[config.mk]
export PLATFORM = sky130hd
export DESIGN_NAME = serial_add_seq
export DESIGN_NICKNAME = d
export VERILOG_FILES = /design/src/rtl/serial_add_seq.sv
export SDC_FILE = /design/constraint.sdc
export NUM_CORES = 1
export LEC_CHECK = 0
export CORE_ASPECT_RATIO = 1.25
export CORE_MARGIN = 5
export CORE_UTILIZATION = 44
export CTS_CLUSTER_DIAMETER = 60
export DETAILED_ROUTE_END_ITERATION = 10
export PLACE_DENSITY_LB_ADDON = 0.12
export SLEW_MARGIN = 15
export SYNTH_ARGS = -nofsm -noshare
export SYNTH_HDL_FRONTEND = slang
export SYNTH_SLANG_ARGS = --single-unit
[constraint.sdc]
create_clock -name ck -period 1.6 [get_ports ck]
set_clock_uncertainty 0.2 [all_clocks]
set_input_delay 0.32 -clock ck [delete_from_list [all_inputs] [get_ports ck]]
set_output_delay 0.32 -clock ck [all_outputs]
set_load 0.005 [all_outputs]
[src/rtl/serial_add_seq.sv]
// Bit-serial add sequencer feeding the registered 1-bit full adder `fa` LSB-first.
// Optional signed-overflow output `ovf` is enabled by defining SERIAL_ADD_OVF_EN.
module serial_add_seq #(
  parameter int W = 8
) (
  input  logic         ck,
  input  logic         rst,
  input  logic         in_valid,
  output logic         in_ready,
  input  logic [W-1:0] op_a,
  input  logic [W-1:0] op_b,
  input  logic         cin,
  output logic         out_valid,
  input  logic         out_ready,
  output logic [W-1:0] sum,
  output logic         cout,
  output logic         fa_a,
  output logic         fa_b,
  output logic         fa_ci,
  input  logic         fa_s,
  input  logic         fa_co
`ifdef SERIAL_ADD_OVF_EN
  ,
  output logic         ovf
`endif
);

  // state | meaning
  // IDLE  | ready for operands
  // RUN   | driving bit k of a/b into fa, collecting s_{k-1}
  // DRAIN | fa holds last bit; capture MSB sum and carry-out
  // DONE  | result presented until out_ready

  localparam int KW = $clog2(W);

  typedef enum logic [1:0] {IDLE, RUN, DRAIN, DONE} state_t;

  state_t        state, state_nxt;
  logic [KW-1:0] k;
  logic [W-1:0]  a_sh, b_sh;
  logic          cin_r;
  logic          last_bit;

`ifdef SERIAL_ADD_OVF_EN
  logic          c_msb;
`endif

  assign last_bit = (k == KW'(W - 1));

  always_ff @(posedge ck or posedge rst) begin
    if (rst) state <= IDLE;
    else     state <= state_nxt;
  end

  always_comb begin
    state_nxt = state;
    in_ready  = 1'b0;
    fa_a      = 1'b0;
    fa_b      = 1'b0;
    fa_ci     = 1'b0;
    case (state)
      IDLE: begin
        in_ready = !rst;
        if (in_valid) state_nxt = RUN;
      end
      RUN: begin
        fa_a  = a_sh[0];
        fa_b  = b_sh[0];
        // fa registers its carry, so bit k's carry-in comes straight back from fa_co
        fa_ci = (k == '0) ? cin_r : fa_co;
        if (last_bit) state_nxt = DRAIN;
      end
      DRAIN: state_nxt = DONE;
      DONE: begin
        if (out_ready) state_nxt = IDLE;
      end
      default: state_nxt = IDLE;
    endcase
  end

  always_ff @(posedge ck or posedge rst) begin
    if (rst) begin
      k         <= '0;
      a_sh      <= '0;
      b_sh      <= '0;
      cin_r     <= 1'b0;
      sum       <= '0;
      cout      <= 1'b0;
      out_valid <= 1'b0;
`ifdef SERIAL_ADD_OVF_EN
      c_msb     <= 1'b0;
      ovf       <= 1'b0;
`endif
    end else begin
      case (state)
        IDLE: begin
          if (in_valid) begin
            a_sh  <= op_a;
            b_sh  <= op_b;
            cin_r <= cin;
            k     <= '0;
          end
        end
        RUN: begin
          a_sh <= a_sh >> 1;
          b_sh <= b_sh >> 1;
          k    <= k + KW'(1);
          if (k != '0) sum <= {fa_s, sum[W-1:1]};
`ifdef SERIAL_ADD_OVF_EN
          if (last_bit) c_msb <= fa_ci;
`endif
        end
        DRAIN: begin
          sum       <= {fa_s, sum[W-1:1]};
          cout      <= fa_co;
          out_valid <= 1'b1;
`ifdef SERIAL_ADD_OVF_EN
          ovf       <= c_msb ^ fa_co;
`endif
        end
        DONE: begin
          if (out_ready) out_valid <= 1'b0;
        end
        default: ;
      endcase
    end
  end

endmodule

# Word level (Yosys, flattened, before mapping)
# Cells that the tools add are included.
[totals]
input_bits = 23
wordCells = 48
output_inout_bits = 14
reg_bits = 32
[classes]
add_sub_neg = 1
reduce_logical = 12
mux = 19
n_eq_ne = 8
[ops]
columns = ["op", "n"]
rows = [
  ["8-bit case mux with 2 select lines", 3],
  ["8-bit 2-to-1 mux", 3],
  ["2-bit != test (second input constant)", 4],
  ["2-bit case mux with 4 select lines", 1],
  ["2-bit AND reduction", 4],
  ["1-bit 2-to-1 mux", 6],
  ["2-bit 2-to-1 mux", 3],
  ["3-bit case mux with 2 select lines", 1],
  ["2-bit nonzero test", 3],
  ["2-bit == test (second input constant)", 2],
  ["3-bit by 1-bit adder with 3-bit output (second input constant)", 1],
  ["3-bit == test (second input constant)", 1],
  ["3-bit zero test", 1],
  ["3-bit 2-to-1 mux", 1],
  ["3-bit AND reduction", 1],
  ["3-bit nonzero test", 1],
  ["2-bit by 1-bit == test with 1-bit output (second input constant)", 1],
  ["2-bit zero test", 1],
  ["1-bit case mux with 2 select lines", 1],
  ["1-bit zero test", 1],
]

# Depth between registers and ports, before layout
[depth]
ltp_word = 3
depth_mapped = 7
depth_no_buf = 5

# Worst setup path before layout
# Ideal clock, no wire load.
[synth_timing]
path_kind = "register -> register"
startpoint = "register state[1]"
endpoint = "register sum[0]"
setup_ns = 0.125
path_buffers = 1
arrival_ns = 1.431
slack_ns = -0.155
path_stages_with_launch = 6
period_less_slack_ns = 1.755
cell_sequence = "dfrtp_1 -> inv_1 -> ha_1 -> buf_6 -> mux2i_4 -> mux2_2"
[synth_via]
elab_chain_len = 3
elab_cells_between_ends = 6
[synth_rtl]
columns = ["item", "line_no", "text"]
rows = [
  ["start, declared", "38", "state_t state, state_nxt;"],
  ["start signal, assigned", "52", "else state <= state_nxt;"],
  ["2-bit by 1-bit == test with 1-bit output or 2-bit == test (tied branches)", "95", "case (state)"],
  ["2-bit != test (no line) or 2-bit nonzero test (tied branches)", "-", ""],
  ["2-bit AND reduction (no line)", "-", ""],
  ["end signal, assigned", "108", "if (k != '0) sum <= {fa_s, sum[W-1:1]};"],
  ["end signal, assigned", "114", "sum <= {fa_s, sum[W-1:1]};"],
  ["end, declared", "15", "output logic [W-1:0] sum,"],
]
# Several ways; a longest one is shown, not always the timed one.
# A chain may end at the register's enable or synchronous reset.

# Worst setup path after layout
[layout_timing]
startpoint = "register k[0]"
endpoint = "output fa_ci"
[layout_via]
elab_chain_len = 3
[layout_rtl]
columns = ["item", "line_no", "text"]
rows = [
  ["start, declared", "39", "logic [KW-1:0] k;"],
  ["start signal, assigned", "107", "k <= k + KW'(1);"],
  ["3-bit zero test", "70", "fa_ci = (k == '0) ? cin_r : fa_co;"],
  ["1-bit 2-to-1 mux", "70", ""],
  ["1-bit 2-to-1 mux", "61", "case (state)"],
  ["end, declared", "19", "output logic fa_ci,"],
]
# No other way between the ends.

==> results_dict.tcl <==
set metrics [dict create \
    outcome "finished with violations" \
    violations "setup timing" \
    hold_viol 0 \
    dieHeight_um 77.0 \
    power_mw 6.29 \
    numCtsBuffers 5 \
    layout-drive-gt1-share 0.493 \
    start_util 0.453 \
    drv_slew 0 \
    nets 240 \
    drtIter0Drc 29 \
    core_um2 3480 \
    crit_path_top_delay_cell "dfrtp_1" \
    synth_cells 135 \
    leakage_nw 1.29 \
    hold_path.class "in -> async" \
    critical_path_cell_count 6 \
    ff2ff_setup_slack_ps -220 \
    required_ps 1080 \
    dp_hpwl_um 2370 \
    antennaDiodeCount 0 \
    grt_pass1_vias 1416 \
    worstSkewPairLatency_ps 280 \
    crit_family "flip-flops" \
    fp-row-count 24 \
    critPathKind "reg -> out" \
    worstSetupEndpointType "output pin" \
    io_pins 37 \
    dp_slack_ps -385 \
    ys_seq_area_frac 0.507 \
    max_slew_margin 0.745 \
    gp_congestion 0.755 \
    syn_area_per_cell_um2 11.7 \
    holdWs_ps 288 \
    grt.total_usage 0.171 \
    grt-ovfl-total 0 \
    syn-num-nets 165 \
    area_delta_synth_final_pct 72.5 \
    viasPerCell 5.16 \
    max-vdd-ir-drop_v 0.00170 \
    ys_seq_elements 32 \
    slowest_delay_ps 370 \
    setup_viol 31 \
    antenna_found_initial 0 \
    wirelength_um 4120 \
    clockBufferDepth 2 \
    placed_area_um2 2130 \
    cts_root_buf "clkbuf_8" \
    p_per_area_nw_per_um2 2310 \
    period_share 1.15 \
    cts.clk_slew.worst_paths_ps 70 \
    num_vias 1291 \
    drv_cap 0 \
    worstMarginPinSlew_ps 382 \
    io_buffer_count 36 \
    path_max_fanout 2 \
    setup_slack_ps -234 \
    cp-start-kind "register" \
    ant_nets 0 \
    crit_chain "inv_2, ha_4, nand2b_4, mux2i_1, nor2b_1, buf_2" \
    cts_tree "done" \
    first_pass_iters 4 \
    grt_max_degree 33 \
    drc_errors 0 \
    rsz0062_at_grt "yes" \
    htree_levels 2 \
    grt_first_pass_wirelength_um 6710 \
    holdBufCountCts 0 \
    r2r-start "state[1]$_DFFE_PP0P_" \
    cts.sinks 32 \
    fp.dieArea_um2 4890 \
    r2r_end "k[1]$_DFFE_PP0P_" \
    synth_area_um2 1580 \
    worstRegToRegCells 8 \
    finalCriticalPeriod_ps 1830 \
    design_area_um2 2720 \
    ys_types 23 \
    wl_per_cell_um 16.5 \
    yosysWarnings 0 \
    dieWidth_um 63.6 \
    fmax_ghz 0.545 \
    path_buf_inv 2 \
    worstPathArrival_ps 1310 \
]
## synthesized netlist by cell type
cell        n  area (um^2)
nor2b_4     1         13.8
mux2i_1    16          160
buf_6       1         11.3
nor2_1      2         7.51
a31oi_1     2         12.5
buf_2       3         15.0
mux2_2     10          113
nand2_1    19         71.3
a221oi_4    1         26.3
nand3_1     1         5.00
ha_1        7         87.6
mux2i_4     1         22.5
mux2i_2     1         13.8
buf_4       3         22.5
o2bb2ai_1   1         8.76
nor2b_1     4         25.0
o21ai_0    16         80.1
inv_1       7         26.3
and2_1      2         12.5
nand2b_1    2         12.5
dfrtp_1    32          801
mux2_1      1         11.3
a32o_1      2         20.0
## power by group
part	total [mW]	internal [mW]	switching [mW]
clock network	0.848	0.549	0.299
logic	3.91	2.35	1.56
registers	1.54	1.23	0.313
## cell families (layout without fill, tap and decap cells)
logic type,Yosys count,in the layout,synth area share
adders and majority gates,7,7,0.0555
AOI/OAI and AO/OA,22,22,0.0935
muxes,29,29,0.203
and+or+nand+nor,31,31,0.0935
DFF,32,32,0.507
buffers and inverters,14,90,0.0475
## worst min-delay path, cell delays in order
cell	delay (ps)
clkdlybuf4s50_1	460
inv_1	130
buf_12	220
## state kept, by name, indices dropped and copies added, names as in the netlist
| signal | cells |
|---|---|
| sum | 8 |
| cin_r | 1 |
| k | 3 |
| a_sh | 8 |
| b_sh | 8 |
| cout | 1 |
| out_valid | 1 |
| state | 2 |
## stage by stage
stage	instances	setup TNS, ps	util
6_report	250	-4890	0.782
5_1_grt	250	-6740	0.782
4_1_cts	248	-4580	0.742
3_5_place_dp	225	-7380	0.611
3_3_place_gp	225	-5290	0.611
2_1_floorplan	135	-1410	-
## area by class of cell
class / count / area (um^2)
Multi-Input combinational cell: 89 / 955
Sequential cell: 32 / 802
Timing Repair Buffer: 75 / 766
Fill cell: 225 / 759
Clock buffer: 7 / 96.3
Tap cell: 39 / 48.8
Clock inverter: 1 / 30.0
Inverter: 7 / 26.3
## worst max path at each step
stage,from,to
after detailed placement,fa_co,fa_ci
after global routing,k[0]$_DFFE_PP0P_,fa_ci
final,k[0]$_DFFE_PP0P_,fa_ci
after global placement,fa_co,fa_ci
after CTS,k[0]$_DFFE_PP0P_,fa_ci
after floorplan,state[1]$_DFFE_PP0P_,sum[0]$_DFFE_PP0P_
## routing by layer
metal | part of all wire | track usage | up-vias | wire (um)
met5 | 0 | 0 | - | 0
met4 | 0.023 | 0.0478 | 0 | 93
met3 | 0.035 | 0.0497 | 9 | 145
met2 | 0.54 | 0.302 | 33 | 2240
met1 | 0.40 | 0.199 | 632 | 1640
li1 | - | - | 617 | -
## cell usage in the layout, fill, tap and decap left out, types with 4 or more instances in the layout
cell type and n:
dfrtp_1 31, nand2_4 12, buf_4 23, o21ai_1 6, clkbuf_8 7, buf_6 10, inv_2 4, dlygate4sd2_1 10
clkdlybuf4s50_1 22, nand2_2 4, o21ai_2 10, mux2i_1 16, mux2_4 10, ha_4 4
## repair_timing
item / 4_1_cts / 5_1_grt
pin swaps: 14 / 16
hold endpoints to repair: 0 / 0
gates resized for setup: 88 / 34
setup endpoints to repair: 45 / 35
setup buffers: 13 / 2
cloned: 3 / 0
Note: power is estimated with default switching activity, not from simulation.
